**src/rtl/common.sv**
```systemverilog
// rtl/common.sv - shared multicycle op encoding, latencies and helpers
package common;

  typedef enum logic [1:0] {
    OP_MULT  = 2'd0,
    OP_MULTU = 2'd1,
    OP_DIV   = 2'd2,
    OP_DIVU  = 2'd3
  } multicycle_t;

  localparam int MUL_LATENCY = 3;
  localparam int DIV_LATENCY = 34;

  // Two's-complement magnitude; 0x80000000 maps to itself, which is correct unsigned.
  function automatic logic [31:0] mag(input logic [31:0] v, input logic sgn);
    return (sgn && v[31]) ? -v : v;
  endfunction

endpackage

```
**src/rtl/div_iter.sv**
```systemverilog
// rtl/div_iter.sv - restoring radix-2 divider, one step per enable on 32-bit magnitudes
module div_iter (
  input  logic        clk,
  input  logic        reset,
  input  logic        load,
  input  logic        en,
  input  logic [31:0] dividend,
  input  logic [31:0] divisor,
  output logic [31:0] quotient,
  output logic [31:0] remainder,
  output logic        last
);

  logic [31:0] quo_q, quo_d;
  logic [31:0] rem_q, rem_d;
  logic [31:0] dvs_q, dvs_d;
  logic [5:0]  cnt_q, cnt_d;
  logic [32:0] trial;

  always_comb begin
    quo_d = quo_q;
    rem_d = rem_q;
    dvs_d = dvs_q;
    cnt_d = cnt_q;
    // Borrow out of bit 32 means the shifted remainder was below the divisor.
    trial = {rem_q, quo_q[31]} - {1'b0, dvs_q};
    if (load) begin
      quo_d = dividend;
      rem_d = '0;
      dvs_d = divisor;
      cnt_d = '0;
    end else if (en) begin
      if (!trial[32]) begin
        rem_d = trial[31:0];
        quo_d = {quo_q[30:0], 1'b1};
      end else begin
        rem_d = {rem_q[30:0], quo_q[31]};
        quo_d = {quo_q[30:0], 1'b0};
      end
      cnt_d = cnt_q + 6'd1;
    end
  end

  always_ff @(posedge clk) begin
    if (reset) begin
      quo_q <= '0;
      rem_q <= '0;
      dvs_q <= '0;
      cnt_q <= '0;
    end else begin
      quo_q <= quo_d;
      rem_q <= rem_d;
      dvs_q <= dvs_d;
      cnt_q <= cnt_d;
    end
  end

  assign quotient  = quo_q;
  assign remainder = rem_q;
  assign last      = (cnt_q == 6'd31);

endmodule

```
**src/rtl/multdiv_engine.sv**
```systemverilog
// rtl/multdiv_engine.sv - multicycle MULT/MULTU/DIV/DIVU engine with hi/lo result registers
module multdiv_engine
  import common::*;
(
  input  logic        clk,
  input  logic        reset,
  input  logic        start,
  input  multicycle_t op,
  input  logic [31:0] a,
  input  logic [31:0] b,
  input  logic        stall,
  input  logic        flush,
  output logic [31:0] hi,
  output logic [31:0] lo,
  output logic        ok
);

  typedef enum logic [2:0] {IDLE, MUL1, MUL2, DIV, FIX, DONE} state_t;

  state_t            state_q, state_d;
  multicycle_t       op_q, op_d;
  logic [31:0]       a_q, a_d, b_q, b_d;
  logic [3:0][31:0]  pp_q, pp_d;
  logic [31:0]       hi_q, hi_d, lo_q, lo_d;

  logic        sgn_in, sgn_q, neg_res;
  logic [31:0] am, bm;
  logic [63:0] product, product_s;
  logic [31:0] quo, rem;
  logic        div_last;

  assign sgn_in  = (op == OP_MULT) || (op == OP_DIV);
  assign sgn_q   = (op_q == OP_MULT) || (op_q == OP_DIV);
  assign am      = mag(a_q, sgn_q);
  assign bm      = mag(b_q, sgn_q);
  assign neg_res = sgn_q && (a_q[31] ^ b_q[31]);
  assign product = {pp_q[3], 32'b0} + {16'b0, pp_q[1], 16'b0}
                 + {16'b0, pp_q[2], 16'b0} + {32'b0, pp_q[0]};
  assign product_s = neg_res ? -product : product;

  div_iter u_div (
    .clk       (clk),
    .reset     (reset),
    .load      (state_q == IDLE && start),
    .en        (state_q == DIV),
    .dividend  (mag(a, sgn_in)),
    .divisor   (mag(b, sgn_in)),
    .quotient  (quo),
    .remainder (rem),
    .last      (div_last)
  );

  always_comb begin
    state_d = state_q;
    op_d    = op_q;
    a_d     = a_q;
    b_d     = b_q;
    pp_d    = pp_q;
    hi_d    = hi_q;
    lo_d    = lo_q;
    case (state_q)
      IDLE: if (start) begin
        op_d    = op;
        a_d     = a;
        b_d     = b;
        state_d = (op == OP_MULT || op == OP_MULTU) ? MUL1 : DIV;
      end
      MUL1: begin
        pp_d[0] = {16'b0, am[15:0]}  * {16'b0, bm[15:0]};
        pp_d[1] = {16'b0, am[15:0]}  * {16'b0, bm[31:16]};
        pp_d[2] = {16'b0, am[31:16]} * {16'b0, bm[15:0]};
        pp_d[3] = {16'b0, am[31:16]} * {16'b0, bm[31:16]};
        state_d = MUL2;
      end
      MUL2: begin
        {hi_d, lo_d} = product_s;
        state_d      = DONE;
      end
      DIV: if (div_last) state_d = FIX;
      FIX: begin
        // Divide by zero bypasses sign fix-up so the quotient is all ones either way.
        if (b_q == 32'd0) begin
          lo_d = 32'hFFFF_FFFF;
          hi_d = a_q;
        end else begin
          lo_d = neg_res ? -quo : quo;
          hi_d = (sgn_q && a_q[31]) ? -rem : rem;
        end
        state_d = DONE;
      end
      DONE: if (!stall) state_d = IDLE;
      default: state_d = IDLE;
    endcase
    if (flush) begin
      state_d = IDLE;
      hi_d    = hi_q;
      lo_d    = lo_q;
    end
  end

  always_ff @(posedge clk) begin
    if (reset) begin
      state_q <= IDLE;
      op_q    <= OP_MULT;
      a_q     <= '0;
      b_q     <= '0;
      pp_q    <= '0;
      hi_q    <= '0;
      lo_q    <= '0;
    end else begin
      state_q <= state_d;
      op_q    <= op_d;
      a_q     <= a_d;
      b_q     <= b_d;
      pp_q    <= pp_d;
      hi_q    <= hi_d;
      lo_q    <= lo_d;
    end
  end

  assign hi = hi_q;
  assign lo = lo_q;
  assign ok = (state_q == DONE);

endmodule

```
**config.mk**
```make
export PLATFORM = sky130hd
export DESIGN_NAME = multdiv_engine
export DESIGN_NICKNAME = d
export VERILOG_FILES = /design/src/rtl/common.sv /design/src/rtl/div_iter.sv /design/src/rtl/multdiv_engine.sv
export SDC_FILE = /design/constraint.sdc
export NUM_CORES = 2
export LEC_CHECK = 0
export ABC_AREA = 1
export ABC_CLOCK_PERIOD_IN_PS = 9800
export BUFFER_PORTS_ARGS = -buffer_cell sky130_fd_sc_hd__buf_2
export CAP_MARGIN = 20
export CELL_PAD_IN_SITES_DETAIL_PLACEMENT = 0
export CELL_PAD_IN_SITES_GLOBAL_PLACEMENT = 1
export CORE_ASPECT_RATIO = 2
export CORE_UTILIZATION = 49
export CTS_CLUSTER_SIZE = 10
export DETAILED_ROUTE_END_ITERATION = 16
export PLACE_DENSITY_LB_ADDON = 0.1
export SLEW_MARGIN = 30
export SYNTH_ARGS = -nofsm -noshare
export SYNTH_HDL_FRONTEND = slang
export SYNTH_SLANG_ARGS = --single-unit
```
**constraint.sdc**
```tcl
create_clock -name clk -period 9.8 [get_ports clk]
set_clock_uncertainty 0.15 [all_clocks]
set_input_delay 1.47 -clock clk [delete_from_list [all_inputs] [get_ports clk]]
set_output_delay 1.47 -clock clk [all_outputs]
set_load 0.01 [all_outputs]
```
==> out/summary.txt <==
CRITICAL PATH
---------------------------------------------------------------------------------
Most frequent cell on the critical path                              sky130_fd_sc_hd__inv_1
CP Class                                                             flop to flop
Worst-path maximum fanout                                                      11
Largest stage delay on the critical path                                  0.61 ns
Worst-case reg-to-reg path depth                                               34
Highest-delay cell along the critical path                           sky130_fd_sc_hd__inv_1
Startpoint of the lowest-slack register-to-register path                   b_q[1]
Nature of the critical path startpoint                                       flop
Arrival time at the worst endpoint                                        9.28 ns
Critical path required time                                              10.19 ns
End of the worst register-to-register path                               pp_q[61]
Setup slack on the worst flop-to-flop path                                0.92 ns
Category of the worst setup path capture point                               flop

SYNTH
---------------------------------------------------------------------------------
Synthesis-stage register bit count                                            361
Count of cell types in the netlist                                             60
Share of flip-flops with an asynchronous set or reset                          0%
Sequential element share of the synthesized area                            12.2%
Area fraction of the dominant cell type after synthesis                     27.4%
Nets in the synthesized netlist                                             9,703
Most common cell in the synthesized netlist                          sky130_fd_sc_hd__nand2_1
Number of enable-type register cells in the synthesized netlist                 0
Cell count after synthesis                                                  8,334
Synthesized area per cell                                              7.11 sq um
Post-synthesis instance area                                         59,300 sq um
Commonest cells in the synthesized netlist                           sky130_fd_sc_hd__nand2_1 (1,727), sky130_fd_sc_hd__inv_1 (1,702), sky130_fd_sc_hd__nor2_1 (874)
Synth Warn #                                                                    0
Biggest area contributors in the synthesized netlist                 sky130_fd_sc_hd__fa_1 (27%), sky130_fd_sc_hd__dfxtp_1 (12%), sky130_fd_sc_hd__nand2_1 (11%), sky130_fd_sc_hd__inv_1 (11%), sky130_fd_sc_hd__ha_1 (10%)
Library cell occupying the most area in the post-synthesis netlist   sky130_fd_sc_hd__fa_1
Main synth FF type                                                   sky130_fd_sc_hd__dfxtp_1

DIE
---------------------------------------------------------------------------------
Die Area                                                             122,000 sq um
Number of cell rows                                                           180
Boundary Pins                                                                 136
Initial standard-cell utilization of the core                               49.4%
Core Region                                                          120,000 sq um
Width of the die                                                           248 um
Die height                                                                 494 um

DRT
---------------------------------------------------------------------------------
Iteration-0 DRC count of the detailed router                                3,561
Number of iterations in the first detailed-routing pass                         8
Remaining antenna violation count after routing                                 0
Via total after detailed routing                                           56,500
Routed Wire Length                                                         249 mm
Number of remaining DRC errors                                                  0
Average wire per standard cell                                            25.1 um
Vias per cell                                                                5.69

HOLD PATH
---------------------------------------------------------------------------------
Min-Delay Startpoint                                                       hi[29]
End point of the worst hold path                                           hi[29]
Worst hold path cell count                                                      2
Worst min path class                                                 flop to flop

GLOBAL ROUTE
---------------------------------------------------------------------------------
Wire length of the first global-routing pass                               365 mm
Number of global-route vias before repair                                  58,700
Number of antenna violations at the first check in global routing              12
GRT Residual Overflow                                                           0
Total routing usage reported by global routing                              41.0%
Largest net degree at the start of global routing                             145

CLOCK NETWORK
---------------------------------------------------------------------------------
CTS HTree Levels                                                                2
Number of instances resized during post-cts repair                              0
Clk slew on worst S/H paths                                               0.06 ns
Number of clock sinks seen by CTS                                             361
Clk_lat worst skew                                                        0.65 ns
Post-CTS setup buffer count                                                     0
CTS tree                                                                      yes
Clock Root Buffer                                                    sky130_fd_sc_hd__clkbuf_16
Clock buffers created by TritonCTS                                             43
Buffers from clock root to sink, at most                                        3
Number of hold-repair buffers added at the cts stage                            0

JOB
---------------------------------------------------------------------------------
Max-capacitance violation count                                                 0

STA
---------------------------------------------------------------------------------
Fin crit period                                                           8.88 ns
Hold_ws                                                                  0.314 ns
TNS Setup                                                                    0 ns
Worst slew slack as a fraction of its limit                                 31.0%
Finish-stage setup viols                                                        0
Hold Fails Final Rpt                                                            0
Worst-margin pin slew                                                     1.03 ns
Post-route worst setup slack                                             0.917 ns
Maximum clock rate                                                        113 MHz
Number of max-slew violations in the final report                               0
Final cycle utilization of the critical path                                90.6%
Setup repair after global routing missed its margin                         false

POWER AND IR DROP
---------------------------------------------------------------------------------
Internal power contribution                                               5180 uW
Switching share of power                                                    55.8%
Part of the power in combinational logic                                    71.5%
Power Dens Cells                                                      185 nW/um^2
Power dissipated by switching net loads                                   6550 uW
Sequential power share                                                      14.7%
VDD IR-drop max                                                          0.142 mV
Clock power share                                                           13.7%
Static leakage power                                                    0.0331 uW

FINAL LAYOUT
---------------------------------------------------------------------------------
Share of post-route cells with drive strength above 1                       5.63%
Area of combinational cells with multiple inputs                     44,400 sq um
Synth-to-Final Area Change                                                  6.80%
Fill cells                                                                 12,300
Net total in the final layout                                               9,729
Area occupied by registers                                             7230 sq um

PLACEMENT
---------------------------------------------------------------------------------
Number of port buffers                                                        135
Estimated wirelength of the detail-placed design                           203 mm
Final estimated routing congestion in global placement                       1.04
Worst slack at placement                                                  1.13 ns

OUTCOME
---------------------------------------------------------------------------------
Outcome                                                              finished clean

critical path: cells and delay by family (launching register included):
family / cells / cell delay, ns
AOI/OAI and AO/OA: 5 / 1.33
adders and majority gates: 8 / 3.58
buffers and inverters: 9 / 1.57
DFF: 1 / 0.33
and+or+nand+nor: 12 / 1.83
power by group through the flow:
stage	Combinational (uW)	Sequential [uW]	Clock (uW)
3_5_place_dp	8190	1750	0
2_1_floorplan	5260	1690	0
6_report	8390	1720	1610
5_1_grt	9180	1730	1670
3_3_place_gp	8160	1750	0
4_1_cts	8300	1720	1630
registers in the layout, indices dropped and copies added, names as in the netlist, 6 cells and up:
signal and cells:
pp_q 128, a_q 32, b_q 32, hi 32, lo 32, u_div.quotient 32
u_div.remainder 32, u_div.dvs_q 31, u_div.cnt_q 6
layout by cell type (no fill, tap or decap), types with 19 or more instances in the layout:
cell / instances
sky130_fd_sc_hd__xnor2_1: 87
sky130_fd_sc_hd__buf_2: 134
sky130_fd_sc_hd__nor4_1: 31
sky130_fd_sc_hd__o21ai_0: 459
sky130_fd_sc_hd__fa_1: 810
sky130_fd_sc_hd__nor2_1: 870
sky130_fd_sc_hd__o21bai_1: 70
sky130_fd_sc_hd__or2_2: 23
sky130_fd_sc_hd__nand3_1: 290
sky130_fd_sc_hd__ha_1: 488
sky130_fd_sc_hd__buf_4: 170
sky130_fd_sc_hd__nand2_1: 1723
sky130_fd_sc_hd__o22ai_1: 54
sky130_fd_sc_hd__nor3_1: 78
sky130_fd_sc_hd__a31oi_1: 46
sky130_fd_sc_hd__inv_1: 1698
sky130_fd_sc_hd__o211ai_1: 85
sky130_fd_sc_hd__nor2_2: 19
sky130_fd_sc_hd__nand4_1: 57
sky130_fd_sc_hd__clkbuf_16: 43
sky130_fd_sc_hd__dfxtp_1: 361
sky130_fd_sc_hd__xor2_1: 128
sky130_fd_sc_hd__a21oi_1: 408
worst max-delay path by stage:
stage,cells past startpoint,from,end,slack (ns)
CTS,34,b_q[1],pp_q[61],1.09
global route,36,b_q[0],pp_q[118],0.58
finish,34,b_q[1],pp_q[61],0.92
global placement,28,a_q[16],pp_q[118],1.06
detailed placement,34,b_q[1],pp_q[61],1.13
floorplan,40,b_q[0],pp_q[57],2.13
routing by layer:
layer | GRT usage, % | routed length, um
met3 | 6.10 | 15000
met4 | 39.5 | 29600
met5 | 0 | 44
met2 | 71.8 | 124000
met1 | 40.7 | 80900
stage by stage:
step                area [sq um]  util, %  power, uW  std cells
finish                     63300     52.8      11700       9924
CTS                        63300     52.7      11600       9915
detailed placement         62000     51.7       9940       9862
global route               63300     52.7      12600       9919
floorplan                  59300        -       6950       8334
global placement           62000     51.7       9910       9862
kinds of logic after synthesis:
group / after synthesis / share of synthesized area (%)
compound gates: 1241 / 11.9
simple gates: 3153 / 21.7
xor+xnor: 224 / 3.35
buf+inv: 2057 / 13.2
fa+ha+maj: 1298 / 37.6
flops: 361 / 12.2
final cells by class:
| cell class | count | share of cell area [%] |
|---|---|---|
| repair buffers | 307 | 3.17 |
| inverters | 1731 | 10.3 |
| multi-input cells | 5916 | 70.1 |
| well taps | 1547 | 3.06 |
| diodes | 9 | 0.0356 |
| clock inverters | 7 | 0.259 |
| clock buffers | 46 | 1.73 |
| flip-flops and latches | 361 | 11.4 |
No activity file was read; power rests on OpenSTA's default activity.
